### config.mk
export PLATFORM = sky130hd
export DESIGN_NAME = adder_arbiter
export DESIGN_NICKNAME = d
export VERILOG_FILES = /design/src/rtl/adder_arb_pkg.sv /design/src/rtl/rr_pick.sv /design/src/rtl/adder_arbiter.sv
export SDC_FILE = /design/constraint.sdc
export NUM_CORES = 1
export LEC_CHECK = 0
export CORE_AREA = 2 2 231 233
export DETAILED_ROUTE_END_ITERATION = 16
export DIE_AREA = 0 0 233 235
export HOLD_SLACK_MARGIN = 0.08
export PLACE_DENSITY_LB_ADDON = 0.12
export SYNTH_ARGS = -nofsm -noshare
export SYNTH_HDL_FRONTEND = slang
export SYNTH_SLANG_ARGS = --single-unit
### constraint.sdc
create_clock -name clk -period 6.2 [get_ports clk]
set_clock_uncertainty 0.2 [all_clocks]
set_input_delay 0.93 -clock clk [delete_from_list [all_inputs] [get_ports clk]]
set_output_delay 0.93 -clock clk [all_outputs]
set_load 0.02 [all_outputs]
### src/rtl/adder_arb_pkg.sv
// adder_arb_pkg: shared FSM state and result record for the adder arbiter.
package adder_arb_pkg;
    typedef enum logic {IDLE, BURST} state_t;
    localparam int W_DEF = 64;
    localparam int NREQ_DEF = 4;
    localparam int IDW_DEF = $clog2(NREQ_DEF);
    typedef struct packed {
        logic [IDW_DEF-1:0] id;
        logic [W_DEF-1:0]   sum;
        logic               cout;
        logic               last;
    } result_t;
endpackage

### src/rtl/rr_pick.sv
// rr_pick: combinational round-robin selector, first set req at or above ptr with wrap.
module rr_pick #(
    parameter int NREQ = 4,
    parameter int IDW = $clog2(NREQ)
) (
    input  logic [NREQ-1:0] req,
    input  logic [IDW-1:0]  ptr,
    output logic [IDW-1:0]  idx,
    output logic            any
);
    assign any = |req;
    // Scan farthest-first so the nearest requester from ptr wins.
    always_comb begin
        idx = ptr;
        for (int i = NREQ - 1; i >= 0; i--)
            if (req[IDW'((int'(ptr) + i) % NREQ)]) idx = IDW'((int'(ptr) + i) % NREQ);
    end
endmodule

### src/rtl/adder_arbiter.sv
// adder_arbiter: burst-granular round-robin sharing of one registered add-with-carry
// datapath; carry chains limb to limb within a burst.
module adder_arbiter
    import adder_arb_pkg::*;
#(
    parameter int W = 64,
    parameter int NREQ = 4,
    parameter int IDW = $clog2(NREQ)
) (
    input  logic              clk,
    input  logic              resetn,
    input  logic [NREQ-1:0]   req_valid,
    output logic [NREQ-1:0]   req_ready,
    input  logic [NREQ*W-1:0] req_a,
    input  logic [NREQ*W-1:0] req_b,
    input  logic [NREQ-1:0]   req_cin,
    input  logic [NREQ-1:0]   req_last,
    output logic              rsp_valid,
    input  logic              rsp_ready,
    output logic [IDW-1:0]    rsp_id,
    output logic [W-1:0]      rsp_sum,
    output logic              rsp_cout,
    output logic              rsp_last
);
    typedef struct packed {
        logic [IDW-1:0] id;
        logic [W-1:0]   sum;
        logic           cout;
        logic           last;
    } rsp_t;

    state_t         state;
    logic [IDW-1:0] rr_ptr, gnt_id, pick_idx;
    logic           pick_any, c_chain, first, go, accept, cin;
    logic [W:0]     total;
    rsp_t           rsp;

    rr_pick #(.NREQ(NREQ), .IDW(IDW)) u_pick (
        .req(req_valid),
        .ptr(rr_ptr),
        .idx(pick_idx),
        .any(pick_any)
    );

    assign go = !rsp_valid || rsp_ready;
    assign accept = state == BURST && req_valid[gnt_id] && go;
    assign cin = first ? req_cin[gnt_id] : c_chain;
    assign total = {1'b0, req_a[gnt_id*W +: W]} + {1'b0, req_b[gnt_id*W +: W]} + {{W{1'b0}}, cin};
    assign req_ready = (state == BURST && go) ? NREQ'(1) << gnt_id : '0;
    assign {rsp_id, rsp_sum, rsp_cout, rsp_last} = rsp;

    always_ff @(posedge clk) begin
        if (!resetn) begin
            state     <= IDLE;
            rr_ptr    <= '0;
            gnt_id    <= '0;
            c_chain   <= 1'b0;
            first     <= 1'b1;
            rsp       <= '0;
            rsp_valid <= 1'b0;
        end else begin
            if (accept) begin
                rsp       <= '{id: gnt_id, sum: total[W-1:0], cout: total[W], last: req_last[gnt_id]};
                rsp_valid <= 1'b1;
                c_chain   <= total[W];
                first     <= 1'b0;
                if (req_last[gnt_id]) begin
                    rr_ptr <= gnt_id == IDW'(NREQ - 1) ? '0 : gnt_id + 1'b1;
                    state  <= IDLE;
                end
            end else if (rsp_ready) begin
                rsp_valid <= 1'b0;
            end
            // IDLE is the one bubble cycle between bursts: pick the next owner.
            if (state == IDLE && pick_any) begin
                gnt_id <= pick_idx;
                first  <= 1'b1;
                state  <= BURST;
            end
        end
    end
endmodule

==> run_results.csv <==
group,metric,value,unit
run_status,status,"completed",
logic_synthesis,yosysTopAreaCellShare,30.08,%
setup_path,path_buf_inv,1,
logic_synthesis,synth_seq_cells,75,
grt,grt_start_max_net_pins,68,
timing,fin_ws,1.268,ns
setup_path,worst_path_most_repeated_cell,"o21ai_1",
logic_synthesis,synth_top_cell_by_area,"mux4_2",
grt,overflow,0,
timing,grt_setup_unrepaired,"no",
timing,hold_violations,0,
setup_path,startpoint_type,"flop",
setup_path,crit_fanout,31,
logic_synthesis,ys_seq_area_share,15.43,%
setup_path,worstReg2RegStart,"gnt_id[0]",
finish,area_growth,71.94,%
setup_path,r2r-end,"rsp_sum[43]",
grt,grt_use_met2,32.30,%
pwr,leakage,0.005976,uW
clock_network,clk_pin_slew,0.07,ns
grt,antenna_found_initial,0,
floorplan,start_util,18.63,%
pwr,p_per_area,186.8,nW/um2
floorplan,ios,600,
finish,final_net_count,2200,
logic_synthesis,synthTopCellsByArea,"mux4_2, dfxtp_1, ha_1, nand2_1, a21oi_1",
grt,gr-usage-met1,21.15,%
detailed_routing,drc,0,
timing,fin_setup_tns,0,ns
clock_network,ctsResizeCount,0,
finish,diodes,0,
timing,period_share,79.55,%
floorplan,core_area,52240,um2
detailed_routing,drt_iter0_markers,540,
clock_network,post_cts_buffers,0,
logic_synthesis,synthArstFlopShare,0,%
timing,fmax,202.7,MHz
setup_path,rrSetupSlack,1.27,ns
timing,holdWs,0.2559,ns
detailed_routing,viasPerCell,4.684,
flow_run,cap_viol_max_count,0,
floorplan,rows,84,
logic_synthesis,synth_cell_type_count,72,
pwr,power.total,3125,uW
clock_network,numCtsBuffers,9,
setup_path,cp_cell_sequence,"buf_12 -> mux4_2 -> ha_1 -> a21oi_1 -> o21ai_1 -> or3_1 -> a31oi_1 -> o41ai_2 -> nor2_1 -> o21ai_1 -> a21oi_1 -> xor2_1 -> o21ai_1",
floorplan,fp.dieArea,54760,um2
placed_design,io_buffer_count,599,
placed_design,hpwl,41.59,mm
setup_path,endpoint,"rsp_sum[43]",
clock_network,cts_sinks,75,
setup_path,path_depth,13,
timing,fin_crit,4.932,ns
clock_network,cts.path.max_buffers,2,
detailed_routing,first_pass_iters,5,
clock_network,cts_tree,"built",
floorplan,die_y,235,um
timing,setup_viol,0,
grt,grt.busiest_layer,"met2",
placed_design,gp_congestion,0.8095,
setup_path,arrival,4.97,ns
floorplan,dieWidth,233,um
logic_synthesis,synth.yosys.warnings,0,
logic_synthesis,yosysMostFrequentCell,"mux4_2",
logic_synthesis,synth-main-ff-cell,"dfxtp_1",
clock_network,htreeDepth,3,
finish,drive_gt1_share,10.88,%
logic_synthesis,synthTopCellsByCount,"mux4_2, nand2_1, a21oi_1",
detailed_routing,ant_nets,0,
timing,final_max_slew_viol_count,0,
placed_design,post-place-ws,0.9552,ns
clock_network,clock_latency,0.37,ns
detailed_routing,wl_per_cell,21.56,um
clock_network,holdBufCountCts,0,
clock_network,clock-root-buffer,"clkbuf_16",
setup_path,critPathKind,"reg2reg",
logic_synthesis,avgSynthCellArea,9.226,um2
logic_synthesis,netlist_area,9733,um2
min_path,worstHoldPathType,"reg2reg",
setup_path,startpoint,"gnt_id[0]",
grt,grt_pass1_vias,11414,
logic_synthesis,syn_nets,1651,
detailed_routing,drt_wl_total,49.51,mm
grt,grt_first_pass_wirelength,73.09,mm
setup_path,required,6.24,ns
grt,grt_usage,17.69,%
pwr,peakVddDrop,138.3,uV
detailed_routing,num_vias,10754,
setup_path,crit_family,"compound AO/OA/AOI/OAI gates",
logic_synthesis,synth-edff-count,0,
grt,grt_util_met3,3.908,%
timing,relSlewSlack,51.01,%
timing,worst_slew_pin_slew,0.7349,ns
setup_path,end_kind,"flop",
logic_synthesis,synthCells,1055,
setup_path,slowest_delay,0.82,ns
setup_path,r2r_cells,13,
setup_path,slowest_stage,"dfxtp_4",
==> worst min-delay path, cell delays in order (launching register included) <==
cell and delay, ns:
dfxtp_1 0.31, nand3_1 0.06, nand2_1 0.04
==> metal layers <==
| metal | routed length (um) | vias up | part of all wire [%] |
|---|---|---|---|
| li1 | - | 5175 | - |
| met1 | 20200 | 5193 | 41 |
| met2 | 25520 | 358 | 52 |
| met4 | 720 | 0 | 1.5 |
| met3 | 3060 | 28 | 6.2 |
| met5 | 0 | - | 0 |
==> per-stage QoR <==
step	cell area, um2	util (%)	instances
after floorplan	9733	-	1055
after global placement	16460	31.51	2281
after detailed placement	16460	31.51	2281
after CTS	16730	32.04	2296
after global routing	16730	32.04	2296
final	16730	32.04	2296
==> cells in the final DEF, fill, tap and decap left out, drive strengths merged, types with 7 or more instances in the layout <==
master	count
o21bai	13
o211ai	10
and2	41
nor2b	10
mux4	130
nor3	13
xor2	20
dfxtp	75
nand2b	7
o21ai	90
xnor2	30
clkdlybuf4s50	598
nand3	29
buf	16
nor2	44
a21oi	90
nand4	19
a21o	30
or3	8
inv	18
clkbuf	12
ha	67
nand2	127
a21boi	13
==> where the power goes <==
group | internal, uW | switching, uW
Combinational | 982 | 997
Sequential | 541 | 49.8
Clock | 310 | 247
==> registers in the layout, indices dropped and copies added (netlist names) <==
name and flops:
first 1, rsp_cout 1, gnt_id 2, rr_ptr 2
rsp_id 2, state 1, rsp_last 1, rsp_valid 1
rsp_sum 64
==> area by class of cell <==
cell class,count,area (um2)
Tap cell,688,860.8
Clock inverter,3,40.04
Inverter,18,67.56
Sequential cell,75,1509
Clock buffer,12,236.5
Fill cell,5432,35500
Timing Repair Buffer,614,6153
Multi-Input combinational cell,886,7868
==> cell families after synthesis <==
logic type,after synthesis,share of synthesized area [%]
AND/OR/NAND/NOR,327,16.62
AO/OA/AOI/OAI,303,19.86
multiplexers,137,30.83
adder cells (fa/ha/maj),69,9.024
flip-flops,75,15.43
buffers and inverters,94,3.741
XOR/XNOR,50,4.499
==> worst min path at each step <==
stage | slack, ns | cells past startpoint | from | to
CTS | 0.26 | 2 | rsp_sum[62] | rsp_sum[62]
finish | 0.26 | 2 | rsp_sum[62] | rsp_sum[62]
detailed placement | 0.25 | 2 | rsp_sum[62] | rsp_sum[62]
global placement | 0.25 | 2 | rsp_sum[54] | rsp_sum[54]
floorplan | 0.26 | 2 | first | first
global route | 0.29 | 2 | rsp_last | rsp_last
No activity file was read; power rests on OpenSTA's default activity.
